**src/rtl/pll_lock_rst_gen.sv**
```systemverilog
// Reset sequencer behind the PLL: debounces lock, releases sys_rst_n, counts losses.
// Optional PLL reset retry on lock timeout is enabled by defining PLL_RST_RETRY_EN.
module pll_lock_rst_gen #(
  parameter int LOCK_STABLE_CYCLES  = 1024,
  parameter int RST_HOLD_CYCLES     = 16,
  parameter int LOCK_TIMEOUT_CYCLES = 65536,
  parameter int PLL_RST_CYCLES      = 32,
  parameter int CNT_W               = 8
) (
  input  logic             clk,
  input  logic             rst_n,
  input  logic             pll_lock,
  output logic             sys_rst_n,
  output logic             rst_done,
  output logic             lock_lost,
  output logic [CNT_W-1:0] lock_lost_cnt,
  output logic             lock_timeout,
  output logic             pll_rst,
  output logic [2:0]       state
);

  localparam int TW = $clog2(LOCK_TIMEOUT_CYCLES);
  localparam int SW = $clog2(LOCK_STABLE_CYCLES);
  localparam int HW = $clog2(RST_HOLD_CYCLES + 1);
  localparam int PW = $clog2(PLL_RST_CYCLES + 1);

  localparam logic [TW-1:0] TMO_MAX  = TW'(LOCK_TIMEOUT_CYCLES - 1);
  localparam logic [SW-1:0] STAB_MAX = SW'(LOCK_STABLE_CYCLES - 1);
  localparam logic [HW-1:0] HOLD_MAX = HW'(RST_HOLD_CYCLES - 1);
  localparam logic [PW-1:0] PRST_MAX = PW'(PLL_RST_CYCLES - 1);

  typedef enum logic [2:0] {
    S_WAIT    = 3'd0,
    S_STABLE  = 3'd1,
    S_HOLD    = 3'd2,
    S_RUN     = 3'd3,
    S_PLL_RST = 3'd4
  } state_e;

  state_e           state_q, state_d;
  logic [1:0]       sync_q, sync_d;
  logic [TW-1:0]    tmo_cnt_q, tmo_cnt_d;
  logic [SW-1:0]    stab_cnt_q, stab_cnt_d;
  logic [HW-1:0]    hold_cnt_q, hold_cnt_d;
  logic [PW-1:0]    prst_cnt_q, prst_cnt_d;
  logic             sys_rst_n_q, sys_rst_n_d;
  logic             rst_done_q, rst_done_d;
  logic             lock_lost_q, lock_lost_d;
  logic [CNT_W-1:0] lost_cnt_q, lost_cnt_d;
  logic             lock_timeout_q, lock_timeout_d;
  logic             pll_rst_q, pll_rst_d;
  logic             lock_s;
  logic             tmo_hit;

  always_comb begin
    state_d        = state_q;
    sync_d         = {sync_q[0], pll_lock};
    tmo_cnt_d      = tmo_cnt_q;
    stab_cnt_d     = stab_cnt_q;
    hold_cnt_d     = hold_cnt_q;
    prst_cnt_d     = prst_cnt_q;
    sys_rst_n_d    = sys_rst_n_q;
    rst_done_d     = rst_done_q;
    lock_lost_d    = 1'b0;
    lost_cnt_d     = lost_cnt_q;
    lock_timeout_d = lock_timeout_q;
    pll_rst_d      = pll_rst_q;
    lock_s         = sync_q[1];
    tmo_hit        = (tmo_cnt_q == TMO_MAX);

    if ((state_q == S_WAIT || state_q == S_STABLE) && !tmo_hit)
      tmo_cnt_d = tmo_cnt_q + TW'(1);

    unique case (state_q)
      S_WAIT: begin
        if (tmo_hit) lock_timeout_d = 1'b1;
        if (lock_s) begin
          state_d    = S_STABLE;
          stab_cnt_d = '0;
        end
`ifdef PLL_RST_RETRY_EN
        if (tmo_hit && !lock_s) begin
          state_d    = S_PLL_RST;
          prst_cnt_d = '0;
          pll_rst_d  = 1'b1;
          tmo_cnt_d  = '0;
        end
`endif
      end
      S_STABLE: begin
        if (tmo_hit) lock_timeout_d = 1'b1;
        if (!lock_s) begin
          state_d = S_WAIT;
        end else if (stab_cnt_q == STAB_MAX) begin
          state_d    = S_HOLD;
          hold_cnt_d = '0;
        end else begin
          stab_cnt_d = stab_cnt_q + SW'(1);
        end
`ifdef PLL_RST_RETRY_EN
        if (tmo_hit) begin
          state_d    = S_PLL_RST;
          prst_cnt_d = '0;
          pll_rst_d  = 1'b1;
          tmo_cnt_d  = '0;
        end
`endif
      end
      S_HOLD: begin
        if (!lock_s) begin
          state_d = S_WAIT;
        end else if (hold_cnt_q == HOLD_MAX) begin
          state_d     = S_RUN;
          sys_rst_n_d = 1'b1;
          rst_done_d  = 1'b1;
          tmo_cnt_d   = '0;
        end else begin
          hold_cnt_d = hold_cnt_q + HW'(1);
        end
      end
      S_RUN: begin
        if (!lock_s) begin
          state_d     = S_WAIT;
          sys_rst_n_d = 1'b0;
          rst_done_d  = 1'b0;
          lock_lost_d = 1'b1;
          if (lost_cnt_q != '1)
            lost_cnt_d = lost_cnt_q + CNT_W'(1);
        end
      end
      S_PLL_RST: begin
        // only reachable with the retry build
        if (prst_cnt_q == PRST_MAX) begin
          state_d   = S_WAIT;
          pll_rst_d = 1'b0;
        end else begin
          prst_cnt_d = prst_cnt_q + PW'(1);
        end
      end
      default: state_d = S_WAIT;
    endcase
  end

  always_ff @(posedge clk or negedge rst_n) begin
    if (!rst_n) begin
      state_q        <= S_WAIT;
      sync_q         <= '0;
      tmo_cnt_q      <= '0;
      stab_cnt_q     <= '0;
      hold_cnt_q     <= '0;
      prst_cnt_q     <= '0;
      sys_rst_n_q    <= 1'b0;
      rst_done_q     <= 1'b0;
      lock_lost_q    <= 1'b0;
      lost_cnt_q     <= '0;
      lock_timeout_q <= 1'b0;
      pll_rst_q      <= 1'b0;
    end else begin
      state_q        <= state_d;
      sync_q         <= sync_d;
      tmo_cnt_q      <= tmo_cnt_d;
      stab_cnt_q     <= stab_cnt_d;
      hold_cnt_q     <= hold_cnt_d;
      prst_cnt_q     <= prst_cnt_d;
      sys_rst_n_q    <= sys_rst_n_d;
      rst_done_q     <= rst_done_d;
      lock_lost_q    <= lock_lost_d;
      lost_cnt_q     <= lost_cnt_d;
      lock_timeout_q <= lock_timeout_d;
      pll_rst_q      <= pll_rst_d;
    end
  end

  assign sys_rst_n     = sys_rst_n_q;
  assign rst_done      = rst_done_q;
  assign lock_lost     = lock_lost_q;
  assign lock_lost_cnt = lost_cnt_q;
  assign lock_timeout  = lock_timeout_q;
  assign pll_rst       = pll_rst_q;
  assign state         = state_q;

endmodule

```
**config.mk**
```make
export PLATFORM = sky130hd
export DESIGN_NAME = pll_lock_rst_gen
export DESIGN_NICKNAME = d
export VERILOG_FILES = /design/src/rtl/pll_lock_rst_gen.sv
export SDC_FILE = /design/constraint.sdc
export NUM_CORES = 1
export LEC_CHECK = 0
export BUFFER_PORTS_ARGS = -buffer_cell sky130_fd_sc_hd__buf_2
export CORE_MARGIN = 2
export CORE_UTILIZATION = 64
export CTS_BUF_LIST = sky130_fd_sc_hd__clkbuf_8 sky130_fd_sc_hd__clkbuf_16
export CTS_CLUSTER_SIZE = 24
export DETAILED_ROUTE_END_ITERATION = 12
export GPL_ROUTABILITY_DRIVEN = 0
export PLACE_DENSITY = 0.92
export SETUP_SLACK_MARGIN = 0.4
export SKIP_CTS_REPAIR_TIMING = 1
export SYNTH_ARGS = -nofsm -noshare
export SYNTH_HDL_FRONTEND = slang
export SYNTH_SLANG_ARGS = --single-unit
export TNS_END_PERCENT = 50
```
**constraint.sdc**
```tcl
create_clock -name clk -period 3.7 [get_ports clk]
set_input_delay 0.185 -clock clk [delete_from_list [all_inputs] [get_ports clk]]
set_output_delay 0.185 -clock clk [all_outputs]
set_load 0.01 [all_outputs]
```
## Yosys cells after proc, flatten, opt, wreduce, memory -nomap -nowiden

Cells that the tools add are included.

- Add/subtract/negate cells: 5
- Equal/unequal tests: 20
- Muxes and demuxes: 27
- Bitwise gates (word level): 2
- Reduce and logical (&&, ||, !) cells: 15

Operators with widths:

| operator | number |
|---|---|
| two-way mux 16 bit | 4 |
| two-way mux 10 bit | 3 |
| two-way mux 3 bit | 7 |
| two-way mux 5 bit | 4 |
| one-hot mux 10 bit (2 select lines) | 1 |
| adder 16 x 1 -> 16 bit, second input constant | 1 |
| equality test 16 bit, second input constant | 1 |
| inequality test 2 bit, second input constant | 8 |
| one-hot mux 3 bit (5 select lines) | 1 |
| adder 10 x 1 -> 10 bit, second input constant | 1 |
| equality test 10 bit, second input constant | 1 |
| one-hot mux 5 bit (2 select lines) | 1 |
| AND reduction 5 bit | 2 |
| adder 8 x 1 -> 8 bit, second input constant | 1 |
| inequality test 8 bit, second input constant | 1 |
| AND reduction 4 bit | 2 |
| adder 6 x 1 -> 6 bit, second input constant | 1 |
| equality test 3 x 2 -> 1 bit, second input constant | 2 |
| equality test 6 x 5 -> 1 bit, second input constant | 1 |
| nonzero test 2 bit | 3 |
| adder 5 x 1 -> 5 bit, second input constant | 1 |
| equality test 5 x 4 -> 1 bit, second input constant | 1 |
| two-way mux 1 bit | 5 |
| AND reduction 2 bit | 2 |
| other kinds (13) | 14 |

- Bits in registers: 53
- Input bits: 3
- Output and inout port bits: 16

## Logic depth before layout (Yosys ltp)

- Word-level depth: 7
- Gate-level depth with buffers: 8
- Mapped depth without buffers: 7

## Worst setup path after synthesis

Ideal clock, no wire load.

- Path kind: flip-flop to flip-flop
- Start point: register hold_cnt_q[0]
- End point: register hold_cnt_q[3]
- Data arrival time: 1.517 ns
- Required time: 3.565 ns
- Setup slack: 2.048 ns
- Stages on the path, launching flop included: 8
- Period minus slack after synthesis: 1.652 ns
- Cell sequence: dfrtp_1 ha_1 and3_1 ha_1 and4bb_2 nand4_1 xor2_1 nor2_1

- Longest elaborated chain between the ends: 4
- Elaborated cells between the ends (all ways): 7

Ends and longest elaborated chain:

| item | line | source |
|---|---|---|
| from (decl) | 44 | `logic [HW-1:0] hold_cnt_q, hold_cnt_d;` |
| from (signal assigned) | 163 | `hold_cnt_q <= hold_cnt_d;` |
| adder 5 x 1 -> 5 bit | 118 | `hold_cnt_d = hold_cnt_q + HW'(1);` |
| two-way mux 5 bit | 112 | `end else if (hold_cnt_q == HOLD_MAX) begin` |
| two-way mux 5 bit | 110 | `if (!lock_s) begin` |
| one-hot mux 5 bit (2 select lines) | 74 | `unique case (state_q)` |

Parallel ways exist; a longest one is shown, timed or not. The select of a mux whose other input is x is not followed.
A chain may end at the register's enable or synchronous reset.

## Final worst setup path

- Start point: register tmo_cnt_q[12]
- End point: register tmo_cnt_q[7]

- Longest elaborated chain between the ends: 7

Ends and longest elaborated chain:

| item | line | source |
|---|---|---|
| from (decl) | 42 | `logic [TW-1:0] tmo_cnt_q, tmo_cnt_d;` |
| from (signal assigned) | 161 | `tmo_cnt_q <= tmo_cnt_d;` |
| equality test 16 bit (*) | 69 | `tmo_hit = (tmo_cnt_q == TMO_MAX);` |
| zero test 1 bit (*) | 71 | `if ((state_q == S_WAIT \|\| state_q == S_STABLE) && !tmo_hit)` |
| logical AND 1 bit (*) | 71 |  |
| two-way mux 16 bit (*) | 71 |  |
| two-way mux 16 bit | 112 |  |
| two-way mux 16 bit | 110 |  |
| two-way mux 16 bit (*) | 74 |  |
| via tmo_cnt_d[7] | 42 |  |

The timed path passes the listed nets; every way through them passes the cells marked *.

==> impl_metrics.env <==
export IMPL_status="completed"
export IMPL_worst_endpoint_required_ns=3.93
export IMPL_drt_pass1_iter_count=4
export IMPL_cts_tree="yes"
export IMPL_final_cell_mix="dfrtp_1, nand2_1, a21oi_1, buf_2, nor2_1"
export IMPL_io_pins=19
export IMPL_startpoint="tmo_cnt_q[12]$_DFF_PN0_"
export IMPL_crit_end="tmo_cnt_q[7]$_DFF_PN0_"
export IMPL_skew_ns=0.009999
export IMPL_cts_root_buf="clkbuf_8"
export IMPL_peakVddDrop_mv=0.3484
export IMPL_path_max_fanout=13
export IMPL_clkPwrFrac=0.397
export IMPL_viasPerCell=6.457
export IMPL_cts_buffer_depth=2
export IMPL_pwr_share_seq=0.572
export IMPL_worstMarginPinSlew_ns=0.9688
export IMPL_synth_cell_type_count=50
export IMPL_max_stage_delay_ns=0.83
export IMPL_cts_buffers=5
export IMPL_yosysTopAreaCell="dfrtp_1"
export IMPL_first_iter_violations=157
export IMPL_htreeDepth=2
export IMPL_synth_area_sq_mm=0.002370
export IMPL_cp_end_kind="flip-flop"
export IMPL_syn_inst=238
export IMPL_reg2reg_from="tmo_cnt_q[12]$_DFF_PN0_"
export IMPL_fin_setup_tns_ns=0
export IMPL_syn_area_per_cell_sq_um=9.957
export IMPL_num_vias=1963
export IMPL_cp_depth=4
export IMPL_grt_max_degree=47
export IMPL_intPower_mw=0.7132
export IMPL_power_density_mw_per_mm2=351.1
export IMPL_dp_hpwl_um=3279
export IMPL_routed_wl_um=4880
export IMPL_rsz0062_at_grt="false"
export IMPL_timing_final_crit_share=0.5309
export IMPL_grt_usage=0.2632
export IMPL_synthArstFlopShare=1.000
export IMPL_ys_ff_latch=46
export IMPL_path_class="reg2reg"
export IMPL_grt_antenna_before_repair=0
export IMPL_p_sw_frac=0.2138
export IMPL_grt_pass1_vias=1865
export IMPL_top_usage_layer="met2"
export IMPL_slowest_stage="nor4_2"
export IMPL_grt_overflow=0
export IMPL_critPathArrivalTime_ns=2.19
export IMPL_path_buf_inv=0
export IMPL_insertion_delay_ns=0.30
export IMPL_ant_nets=0
export IMPL_clock_sinks=46
export IMPL_die_h_um=64.85
export IMPL_die_w_um=64.85
export IMPL_synth_area_top_cells="dfrtp_1, nand2_1, a21oi_1, xor2_1, nand4_1"
export IMPL_finalCriticalPeriod_ns=1.964
export IMPL_combPwrFrac=0.031
export IMPL_path_clk_slew_ns=0.08
export IMPL_cp_start_kind="flip-flop"
export IMPL_finish_utilization=0.7165
export IMPL_hold_path_class="in2async"
export IMPL_instances_no_fill=304
export IMPL_syn_to_final_growth_pct=9.029
export IMPL_synthFlopType="dfrtp_1"
export IMPL_regToRegSetupSlack_ns=1.74
export IMPL_die_area_sq_mm=0.004206
export IMPL_setup_viol=0
export IMPL_seq_area_frac_synth=0.4857
export IMPL_grt_met3_usage=0.05556
export IMPL_synth_warning_count=0
export IMPL_p_sw_mw=0.1939
export IMPL_use_met1=0.3333
export IMPL_final_common_cell="dfrtp_1"
export IMPL_grt_pass1_wl_um=8473
export IMPL_start_util=0.6572
export IMPL_n_fill_cell=242
export IMPL_drc_errors=0
export IMPL_slew_viol_final=0
export IMPL_wl_per_cell_um=16.05
export IMPL_drive_gt1_frac=0.1289
export IMPL_portBuffers=16
export IMPL_path_cells="nand4_1 -> nor4_2 -> o21ai_0 -> a21oi_1"
export IMPL_core_area_sq_mm=0.003606
export IMPL_nNetsFinal=263
export IMPL_leakage_nw=1.161
export IMPL_fmax_mhz=509.1
export IMPL_std_cell_rows=22
export IMPL_placed_cells=295
export IMPL_num_antenna_cells=0
export IMPL_max_cap_violations=0
export IMPL_synth_top_area_frac=0.4857
export IMPL_r2r_end="tmo_cnt_q[7]$_DFF_PN0_"
export IMPL_met2_usage=0.4343
export IMPL_hold_viol=0
export IMPL_path_delay_family="simple AND/OR/NAND/NOR gates"
export IMPL_rr_worst_depth=4
export IMPL_synth_edf_count=0
export IMPL_slew_headroom=0.3541
export IMPL_power_mw=0.9072
==> per-stage QoR <==
step	setup WS, ns	area [sq um]	hold WS, ns
6_report	1.736	2584	0.03234
5_1_grt	1.495	2584	0.1517
4_1_cts	1.732	2574	-0.006804
3_5_place_dp	1.774	2467	0.2997
3_3_place_gp	1.840	2467	0.2931
2_1_floorplan	2.048	2374	-0.1106
==> cells by family (layout without fill, tap and decap cells) <==
family | after synthesis | after routing | synth area share
simple gates | 108 | 108 | 0.2709
compound gates | 51 | 51 | 0.1325
flops | 46 | 46 | 0.4857
xor+xnor | 12 | 12 | 0.04435
buf+inv | 12 | 29 | 0.02587
fa+ha+maj | 5 | 5 | 0.02640
mux | 3 | 3 | 0.01267
other cells | 1 | 2 | 0.001582
==> cells in the mapped netlist (2+ instances only) <==
cell      instances
nor4_1            3
nand2_1          25
and3_1            3
xor2_1            9
clkbuf_1          3
o211ai_1          4
nand3_2           2
a21oi_1          16
nand4_2           3
o21ai_1           2
xnor2_1           3
nor2_1           13
o21a_1            4
ha_1              5
o31ai_1           6
o21ai_0          11
nand4_1          12
nor4_2            2
nor2b_1           2
nand3_1          11
or3_1             9
nand3b_1          2
dfrtp_1          46
mux2i_1           3
inv_1             4
buf_4             4
and4b_1           2
nand2b_1          2
nor3_1            6
==> state kept, by name (all words and copies together), names as in the netlist <==
signal / flops
lock_lost_cnt: 8
stab_cnt_q: 10
hold_cnt_q: 5
rst_done: 1
sync_q: 2
tmo_cnt_q: 16
lock_lost: 1
state: 2
lock_timeout: 1
==> layer usage <==
layer | share of wire | routed length (um) | up-vias
met2 | 0.50 | 2416 | 70
li1 | - | - | 919
met5 | 0 | 0 | -
met1 | 0.42 | 2047 | 958
met4 | 0.029 | 142 | 0
met3 | 0.056 | 274 | 16
==> power groups by stage <==
| stage | logic [mW] | registers, mW | clock network, mW |
|---|---|---|---|
| floorplan | 0.0168 | 0.525 | 0 |
| global placement | 0.0270 | 0.528 | 0 |
| detailed placement | 0.0275 | 0.529 | 0 |
| CTS | 0.0278 | 0.519 | 0.363 |
| global route | 0.0332 | 0.520 | 0.381 |
| finish | 0.0279 | 0.519 | 0.360 |
==> cell type report <==
class | count | area (sq um) | share of cell area
Sequential cell | 46 | 1151 | 0.4455
Multi-Input combinational cell | 181 | 1161 | 0.4494
Timing Repair Buffer | 17 | 90.09 | 0.03487
Inverter | 4 | 15.01 | 0.005811
Tap cell | 48 | 60.06 | 0.02324
Clock buffer | 5 | 68.82 | 0.02663
Clock inverter | 3 | 37.54 | 0.01453
==> worst reg2reg max path, delay by kind of cell (launching register included) <==
kind	cells	cell delay, ns
AND/OR/NAND/NOR	2	1.06
flip-flops	1	0.44
AO/OA/AOI/OAI	2	0.40
==> worst min-delay path by stage <==
stage | endpoint | slack, ns | cells after the start
floorplan | hold_cnt_q[0]$_DFFE_PN0P_ | -0.11 | 0
global placement | sync_q[0]$_DFF_PN0_ | 0.29 | 1
detailed placement | sync_q[0]$_DFF_PN0_ | 0.30 | 1
CTS | sync_q[0]$_DFF_PN0_ | -0.007 | 1
global route | tmo_cnt_q[15]$_DFF_PN0_ | 0.15 | 1
finish | tmo_cnt_q[11]$_DFF_PN0_ | 0.03 | 1
No activity file was read; power rests on OpenSTA's default activity.
